**config.mk**
```make
export PLATFORM = sky130hd
export DESIGN_NAME = lstm_cell_seq
export DESIGN_NICKNAME = d
export VERILOG_FILES = /design/src/rtl/lstm_pkg.sv /design/src/rtl/lstm_mac.sv /design/src/rtl/lstm_cell_seq.sv
export SDC_FILE = /design/constraint.sdc
export NUM_CORES = 2
export LEC_CHECK = 0
export CORE_UTILIZATION = 35
export CTS_CLUSTER_DIAMETER = 30
export DETAILED_ROUTE_END_ITERATION = 12
export PLACE_DENSITY = 0.5
export SYNTH_ARGS = -nofsm -noshare
export SYNTH_HDL_FRONTEND = slang
export SYNTH_SLANG_ARGS = --single-unit
```
**constraint.sdc**
```tcl
create_clock -name clk -period 21.5 [get_ports clk]
set_input_delay 2.15 -clock clk [delete_from_list [all_inputs] [get_ports clk]]
set_output_delay 2.15 -clock clk [all_outputs]
set_load 0.03 [all_outputs]
```
**src/rtl/lstm_pkg.sv**
```systemverilog
// Shared types and fixed-point helpers for the sequential LSTM cell.
package lstm_pkg;

  typedef enum logic [1:0] {GATE_I, GATE_F, GATE_G, GATE_O} gate_t;
  typedef enum logic [2:0] {IDLE, MAC, ACT, UPD, OUT} state_t;

  // Wide signed scratch type; every intermediate fits comfortably for WIDTH <= 24.
  typedef logic signed [63:0] wide_t;

  localparam int NUM_GATES = 4;

  // Clamp to the signed range of a width-bit word.
  function automatic wide_t sat(input wide_t v, input int width);
    wide_t hi;
    wide_t lo;
    hi = (wide_t'(1) <<< (width - 1)) - wide_t'(1);
    lo = -(wide_t'(1) <<< (width - 1));
    if (v > hi) return hi;
    if (v < lo) return lo;
    return v;
  endfunction

  // clamp(pre/4 + 0.5, 0, 1.0); the divide is an arithmetic shift, so it floors.
  function automatic wide_t hard_sigmoid(input wide_t pre, input int frac);
    wide_t one;
    wide_t s;
    one = wide_t'(1) <<< frac;
    s   = (pre >>> 2) + (one >>> 1);
    if (s > one) return one;
    if (s < wide_t'(0)) return wide_t'(0);
    return s;
  endfunction

  // clamp(pre, -1.0, 1.0)
  function automatic wide_t hard_tanh(input wide_t pre, input int frac);
    wide_t one;
    one = wide_t'(1) <<< frac;
    if (pre > one) return one;
    if (pre < -one) return -one;
    return pre;
  endfunction

endpackage

```
**src/rtl/lstm_mac.sv**
```systemverilog
// Time-shared signed MAC: load bias<<FRAC, accumulate one product per enabled
// cycle, and present the accumulator shifted down by FRAC and saturated.
module lstm_mac
  import lstm_pkg::*;
#(
  parameter int WIDTH = 16,
  parameter int FRAC  = 8,
  parameter int ACCW  = 35
) (
  input  logic                    clk,
  input  logic                    rst,
  input  logic                    load,
  input  logic                    en,
  input  logic signed [WIDTH-1:0] bias,
  input  logic signed [WIDTH-1:0] a,
  input  logic signed [WIDTH-1:0] b,
  output logic signed [WIDTH-1:0] pre
);

  logic signed [ACCW-1:0]    acc;
  logic signed [2*WIDTH-1:0] prod;

  assign prod = (2*WIDTH)'(a) * (2*WIDTH)'(b);

  // Accumulator: a bias load takes priority over accumulation.
  always_ff @(posedge clk or negedge rst) begin
    if (!rst) begin
      acc <= '0;
    end else if (load) begin
      acc <= ACCW'(bias) <<< FRAC;
    end else if (en) begin
      acc <= acc + ACCW'(prod);
    end
  end

  assign pre = WIDTH'(sat(wide_t'(acc >>> FRAC), WIDTH));

endmodule

```
**src/rtl/lstm_cell_seq.sv**
```systemverilog
// Multi-unit LSTM cell sharing one MAC across all gates and units.
//
//  state | meaning
//  IDLE  | x_ready high, weight writes accepted, waiting for x_valid
//  MAC   | one product per cycle: wx*x then wh[j]*h_old[j]
//  ACT   | activate the accumulated gate, load next gate's bias
//  UPD   | compute c/h for the current unit into next-state buffers
//  OUT   | y_valid high, h/C committed, waiting for y_ready
module lstm_cell_seq
  import lstm_pkg::*;
#(
  parameter  int WIDTH  = 16,
  parameter  int FRAC   = 8,
  parameter  int HIDDEN = 4,
  localparam int DEPTH  = HIDDEN * NUM_GATES * (HIDDEN + 2),
  localparam int AWD    = $clog2(DEPTH)
) (
  input  logic                      clk,
  input  logic                      rst,
  input  logic                      w_we,
  input  logic [AWD-1:0]            w_addr,
  input  logic signed [WIDTH-1:0]   w_data,
  input  logic signed [WIDTH-1:0]   x_in,
  input  logic                      seq_start,
  input  logic                      x_valid,
  output logic                      x_ready,
  output logic [HIDDEN*WIDTH-1:0]   y_out,
  output logic [HIDDEN*WIDTH-1:0]   c_out,
  output logic                      y_valid,
  input  logic                      y_ready
);

  localparam int UW   = (HIDDEN > 1) ? $clog2(HIDDEN) : 1;
  localparam int TW   = $clog2(HIDDEN + 1);
  localparam int ACCW = 2 * WIDTH + $clog2(HIDDEN + 2);

  state_t                  state;
  gate_t                   gate;
  logic [UW-1:0]           unit;
  logic [TW-1:0]           term;
  logic                    last_unit;

  logic signed [WIDTH-1:0] mem [DEPTH];
  logic signed [WIDTH-1:0] rd_data;
  int                      rd_idx;
  int                      rd_u;
  int                      rd_g;
  int                      rd_k;

  logic signed [WIDTH-1:0] x_q;
  logic                    zero_state;
  logic signed [WIDTH-1:0] i_q, f_q, g_q, o_q;

  logic [HIDDEN*WIDTH-1:0] h_old_v, c_old_v, h_nxt_v, c_nxt_v;
  logic [HIDDEN*WIDTH-1:0] h_upd_v, c_upd_v;

  logic                    mac_load;
  logic signed [WIDTH-1:0] mac_b;
  logic signed [WIDTH-1:0] mac_pre;
  logic signed [WIDTH-1:0] act_val;
  int                      h_sel;

  logic signed [WIDTH-1:0] c_old_u;
  logic signed [WIDTH-1:0] c_new;
  logic signed [WIDTH-1:0] h_new;

  assign last_unit = (int'(unit) == HIDDEN - 1);

  // Weight memory: writable only while idle, never cleared by reset.
  always_ff @(posedge clk) begin
    if (w_we && x_ready && (int'(w_addr) < DEPTH)) begin
      mem[w_addr] <= w_data;
    end
  end

  // Weight read address: the next bias while loading, otherwise the current term.
  always_comb begin
    rd_u = int'(unit);
    rd_g = int'(gate);
    rd_k = HIDDEN + 1 - int'(term);
    case (state)
      IDLE: begin
        rd_u = 0;
        rd_g = 0;
        rd_k = 0;
      end
      ACT: begin
        rd_g = int'(gate) + 1;
        rd_k = 0;
      end
      UPD: begin
        rd_u = int'(unit) + 1;
        rd_g = 0;
        rd_k = 0;
      end
      default: ;
    endcase
    rd_idx = (rd_u * NUM_GATES + rd_g) * (HIDDEN + 2) + rd_k;
  end

  // Read port with write bypass so a write in the accepting cycle feeds that step's bias.
  always_comb begin
    rd_data = '0;
    if (rd_idx < DEPTH) begin
      if (w_we && x_ready && (int'(w_addr) == rd_idx)) rd_data = w_data;
      else rd_data = mem[rd_idx[AWD-1:0]];
    end
  end

  assign mac_load = (state == IDLE && x_valid) ||
                    (state == ACT && gate != GATE_O) ||
                    (state == UPD && !last_unit);

  // Second MAC operand: x on the first product, then h_old[j] (zero on seq_start).
  always_comb begin
    mac_b = x_q;
    h_sel = HIDDEN - 1 - int'(term);
    if (int'(term) != HIDDEN) begin
      if (zero_state) mac_b = '0;
      else mac_b = h_old_v[h_sel*WIDTH +: WIDTH];
    end
  end

  lstm_mac #(
    .WIDTH (WIDTH),
    .FRAC  (FRAC),
    .ACCW  (ACCW)
  ) u_mac (
    .clk  (clk),
    .rst  (rst),
    .load (mac_load),
    .en   (state == MAC),
    .bias (rd_data),
    .a    (rd_data),
    .b    (mac_b),
    .pre  (mac_pre)
  );

  assign act_val = WIDTH'((gate == GATE_G) ? hard_tanh(wide_t'(mac_pre), FRAC)
                                           : hard_sigmoid(wide_t'(mac_pre), FRAC));

  // Cell update for the current unit; next-state vectors with this unit replaced.
  always_comb begin
    if (zero_state) c_old_u = '0;
    else c_old_u = c_old_v[int'(unit)*WIDTH +: WIDTH];
    c_new = WIDTH'(sat(((wide_t'(f_q) * wide_t'(c_old_u)) >>> FRAC) +
                       ((wide_t'(i_q) * wide_t'(g_q)) >>> FRAC), WIDTH));
    h_new = WIDTH'(sat((wide_t'(o_q) * hard_tanh(wide_t'(c_new), FRAC)) >>> FRAC, WIDTH));
    h_upd_v = h_nxt_v;
    c_upd_v = c_nxt_v;
    h_upd_v[int'(unit)*WIDTH +: WIDTH] = h_new;
    c_upd_v[int'(unit)*WIDTH +: WIDTH] = c_new;
  end

  // Sequencer: state, gate/unit/term counters and the handshake outputs.
  always_ff @(posedge clk or negedge rst) begin
    if (!rst) begin
      state   <= IDLE;
      gate    <= GATE_I;
      unit    <= '0;
      term    <= '0;
      x_ready <= 1'b1;
      y_valid <= 1'b0;
    end else begin
      case (state)
        IDLE: begin
          if (x_valid) begin
            state   <= MAC;
            gate    <= GATE_I;
            unit    <= '0;
            term    <= TW'(HIDDEN);
            x_ready <= 1'b0;
          end
        end
        MAC: begin
          if (term == '0) state <= ACT;
          else term <= term - TW'(1);
        end
        ACT: begin
          if (gate == GATE_O) begin
            state <= UPD;
          end else begin
            gate  <= gate_t'(gate + 2'd1);
            term  <= TW'(HIDDEN);
            state <= MAC;
          end
        end
        UPD: begin
          if (last_unit) begin
            state   <= OUT;
            y_valid <= 1'b1;
          end else begin
            unit  <= unit + UW'(1);
            gate  <= GATE_I;
            term  <= TW'(HIDDEN);
            state <= MAC;
          end
        end
        OUT: begin
          if (y_ready) begin
            state   <= IDLE;
            y_valid <= 1'b0;
            x_ready <= 1'b1;
          end
        end
        default: state <= IDLE;
      endcase
    end
  end

  // Datapath registers: sampled input, gate values, h/C double buffers.
  always_ff @(posedge clk or negedge rst) begin
    if (!rst) begin
      x_q        <= '0;
      zero_state <= 1'b0;
      i_q        <= '0;
      f_q        <= '0;
      g_q        <= '0;
      o_q        <= '0;
      h_old_v    <= '0;
      c_old_v    <= '0;
      h_nxt_v    <= '0;
      c_nxt_v    <= '0;
    end else begin
      case (state)
        IDLE: begin
          if (x_valid) begin
            x_q        <= x_in;
            zero_state <= seq_start;
          end
        end
        ACT: begin
          case (gate)
            GATE_I:  i_q <= act_val;
            GATE_F:  f_q <= act_val;
            GATE_G:  g_q <= act_val;
            default: o_q <= act_val;
          endcase
        end
        UPD: begin
          h_nxt_v <= h_upd_v;
          c_nxt_v <= c_upd_v;
          if (last_unit) begin
            h_old_v <= h_upd_v;
            c_old_v <= c_upd_v;
          end
        end
        default: ;
      endcase
    end
  end

  assign y_out = h_old_v;
  assign c_out = c_old_v;

endmodule

```
==> flow_summary.ini <==
[placement]
dp_slack_ns = 0.340
dp_cells = 13400
portBuffers = 174
dpl.hpwl_mm = 247
place.gp.congestion = 0.870
placed_area_sq_um = 127000

[grt]
grt_pass1_wl_mm = 525
grt_pass1_vias = 78600
grt_max_degree = 149
grt_antenna_before_repair = 13
grt.total_usage_pct = 20.8
overflow = 0

[worst_hold_path]
hp-class = reg2reg
hold_path_startpoint = h_nxt_v[17]$_DFFE_PN0N_
hold_end = h_nxt_v[17]$_DFFE_PN0N_
hold_path_depth = 2

[layout]
fin_nets = 10800
drive_above_1_share_pct = 15.8
n_fill_cell = 31400
finalInstanceArea_sq_um = 140000
area_growth_pct = 17.7
fin_cells = 14100
final_util_pct = 41.5

[worst_setup_path]
crit_path_start_kind = register
worst-setup-path-type = reg2reg
crit_path_frequent_cell = fa_1
cp.required_ns = 22.13
r2r_start = unit[1]$_DFFE_PN0P_
reg2regPathDepth = 67
r2r_slack_ns = 1.34
startpoint = unit[1]$_DFFE_PN0P_
crit_path_end_kind = register
cpPeakStageDelay_ns = 0.73
cp_max_fo = 72
arrival_ns = 20.79
cp_slowest_cell = nor4_1
rr_endpoint = h_nxt_v[53]$_DFFE_PN0N_

[sta]
fin_crit_ns = 20.16
report.final.slew_viol_count = 0
period_share_pct = 93.8
setup_tns_ns = 0
rsz0062_at_grt = no
final_hold_viol_count = 0
maxSlewHeadroom_pct = 16.7
fin_skew_ns = 0.122
setup_viol = 0
fmax_ghz = 0.0496
timing.final.ws_setup_ns = 1.34
whs_ns = 0.484
tightest_slew_ns = 1.24

[floorplanning]
io-pin-count = 175
core_area_sq_um = 338000
start_util_pct = 35.3
chipWidth_um = 585
row_count = 213
die_h_um = 585
dieArea_sq_um = 343000

[synthesis]
syn_area_sq_um = 119000
synth_seq_cells = 1920
synth-seq-area-share_pct = 46.8
synth_edf_count = 1536
synth.distinct_cells = 81
synth.avg_cell_area_sq_um = 13.4
syn_inst = 8873
yosysWarnings = 0
synth-async-reset-ratio_pct = 20.0
yosys_most_used_dff = edfxtp_1
synth_fp_nets = 10400

[run_status]
status = complete, no violations

[route]
viasPerCell = 5.20
drt_iter0_markers = 5580
first_pass_iters = 6
routed-via-count = 73200
drt-total-wl_mm = 352
wl_per_cell_um = 25.0
route.detailed.drc = 0
ant_nets = 0

[power_and_ir_drop]
ir_drop_uv = 201
power_density_nw_per_um2 = 159
total_power_mw = 22.3
leakage_nw = 55.8

[clock_network]
cts-buffers-inserted = 379
cts-root-buf = clkbuf_16
cts.clk_slew.worst_paths_ns = 0.04
cts_tree = yes
htreeDepth = 5
ctsHoldBuffers = 0
clock-sinks = 1920
cts_buffer_depth = 4
worst_skew_pair.late_latency_ns = 0.92

[run]
maxCapViolations = 0
## cell type report
cell class / count / area, sq um / share of cell area, %
diodes: 6 / 15.0 / 0.0107
clock buffers: 433 / 9850 / 7.03
inverters: 1263 / 4740 / 3.38
flip-flops and latches: 1920 / 55700 / 39.8
well taps: 4515 / 5650 / 4.03
clock inverters: 256 / 3320 / 2.37
multi-input cells: 5255 / 57100 / 40.8
repair buffers: 432 / 3710 / 2.64
## cells in the final DEF (no fill, tap or decap), drive strengths merged, types with 19 or more instances in the layout
cell / Yosys / layout
inv: 1263 / 1294
clkinv: 0 / 123
o21a: 23 / 23
nor2b: 63 / 63
a21o: 49 / 49
o311ai: 45 / 45
ha: 415 / 415
nor2: 476 / 476
buf: 76 / 275
dfrtp: 383 / 383
mux2: 23 / 23
o21ai: 173 / 173
a211oi: 33 / 33
xnor2: 107 / 107
or4: 49 / 49
fa: 1112 / 1112
nand3: 48 / 48
o211ai: 28 / 28
clkdlybuf4s50: 0 / 157
a221oi: 68 / 68
mux4: 512 / 512
a22o: 89 / 89
edfxtp: 1536 / 1536
nand2: 891 / 891
bufinv: 0 / 62
clkbuf: 359 / 433
o21bai: 25 / 25
a31oi: 79 / 79
nand4: 23 / 23
nor3: 38 / 38
a21oi: 160 / 160
and2: 351 / 351
a211o: 21 / 21
xor2: 43 / 43
clkinvlp: 0 / 40
nand2b: 54 / 54
and3: 85 / 85
a22oi: 19 / 19
## timing repair
item,4_1_cts,5_1_grt
gates resized for setup,0,13
endpoints found under the setup margin,0,124
buffers inserted,0,4
## cells by family after synthesis
family / synth area share [%]
compound gates: 5.19
simple gates: 8.39
flops: 46.8
fa+ha+maj: 23.1
mux: 10.1
buf+inv: 5.42
xor+xnor: 1.10
## sequential cells by signal, indices dropped and copies added, names as in the netlist
| name | cells |
|---|---|
| i_q | 16 |
| x_ready | 1 |
| x_q | 16 |
| f_q | 16 |
| c_nxt_v | 64 |
| y_out | 64 |
| g_q | 16 |
| gate | 2 |
| mem | 1536 |
| c_out | 64 |
| u_mac.acc | 35 |
| y_valid | 1 |
| term | 3 |
| state | 3 |
| o_q | 16 |
| h_nxt_v | 64 |
| zero_state | 1 |
| unit | 2 |
## worst max path at each step
stage / end / slack [ns] / cells past startpoint
after detailed placement: h_nxt_v[51]$_DFFE_PN0N_ / 0.34 / 60
after CTS: h_nxt_v[53]$_DFFE_PN0N_ / 0.24 / 60
after global routing: y_out[7]$_DFFE_PN0P_ / 0.17 / 65
after global placement: h_nxt_v[3]$_DFFE_PN0N_ / 0.71 / 64
final: h_nxt_v[53]$_DFFE_PN0N_ / 1.34 / 67
after floorplan: y_out[10]$_DFFE_PN0P_ / 3.28 / 71
## Yosys cell counts, types with 85 or more instances
master	count	area, sq um
edfxtp_1	1536	46100
mux4_2	512	11500
a22o_1	89	780
nand2_1	891	3340
o21ai_0	154	771
and3_1	85	532
xnor2_1	107	937
clkbuf_1	359	1350
a21oi_1	159	796
ha_1	415	5190
inv_1	1262	4740
and2_1	350	2190
dfrtp_1	383	9580
nor2_1	476	1790
fa_1	1112	22300
## power by group
group | switching (mW) | total, mW | leakage (nW) | internal (mW)
combinational | 7.25 | 11.8 | 30.5 | 4.58
sequential | 0.264 | 4.47 | 19.0 | 4.21
clock | 2.00 | 6.03 | 6.34 | 4.04
total | 9.51 | 22.3 | 55.8 | 12.8
## worst max-delay path, delay by kind of cell (launching register included)
kind / cells / cell delay [ns]
fa+ha+maj: 16 / 7.20
simple gates: 19 / 4.69
compound gates: 18 / 4.57
buf+inv: 11 / 2.23
flops: 1 / 0.61
xor+xnor: 2 / 0.36
mux: 1 / 0.25
## routing by layer
layer	track usage (%)	up-vias	wire, um
met5	0	-	12
met4	8.48	2	15700
met2	35.4	2124	175000
met1	26.8	38900	145000
met3	2.62	559	16400
li1	-	31600	-
Note: power is estimated with default switching activity, not from simulation.
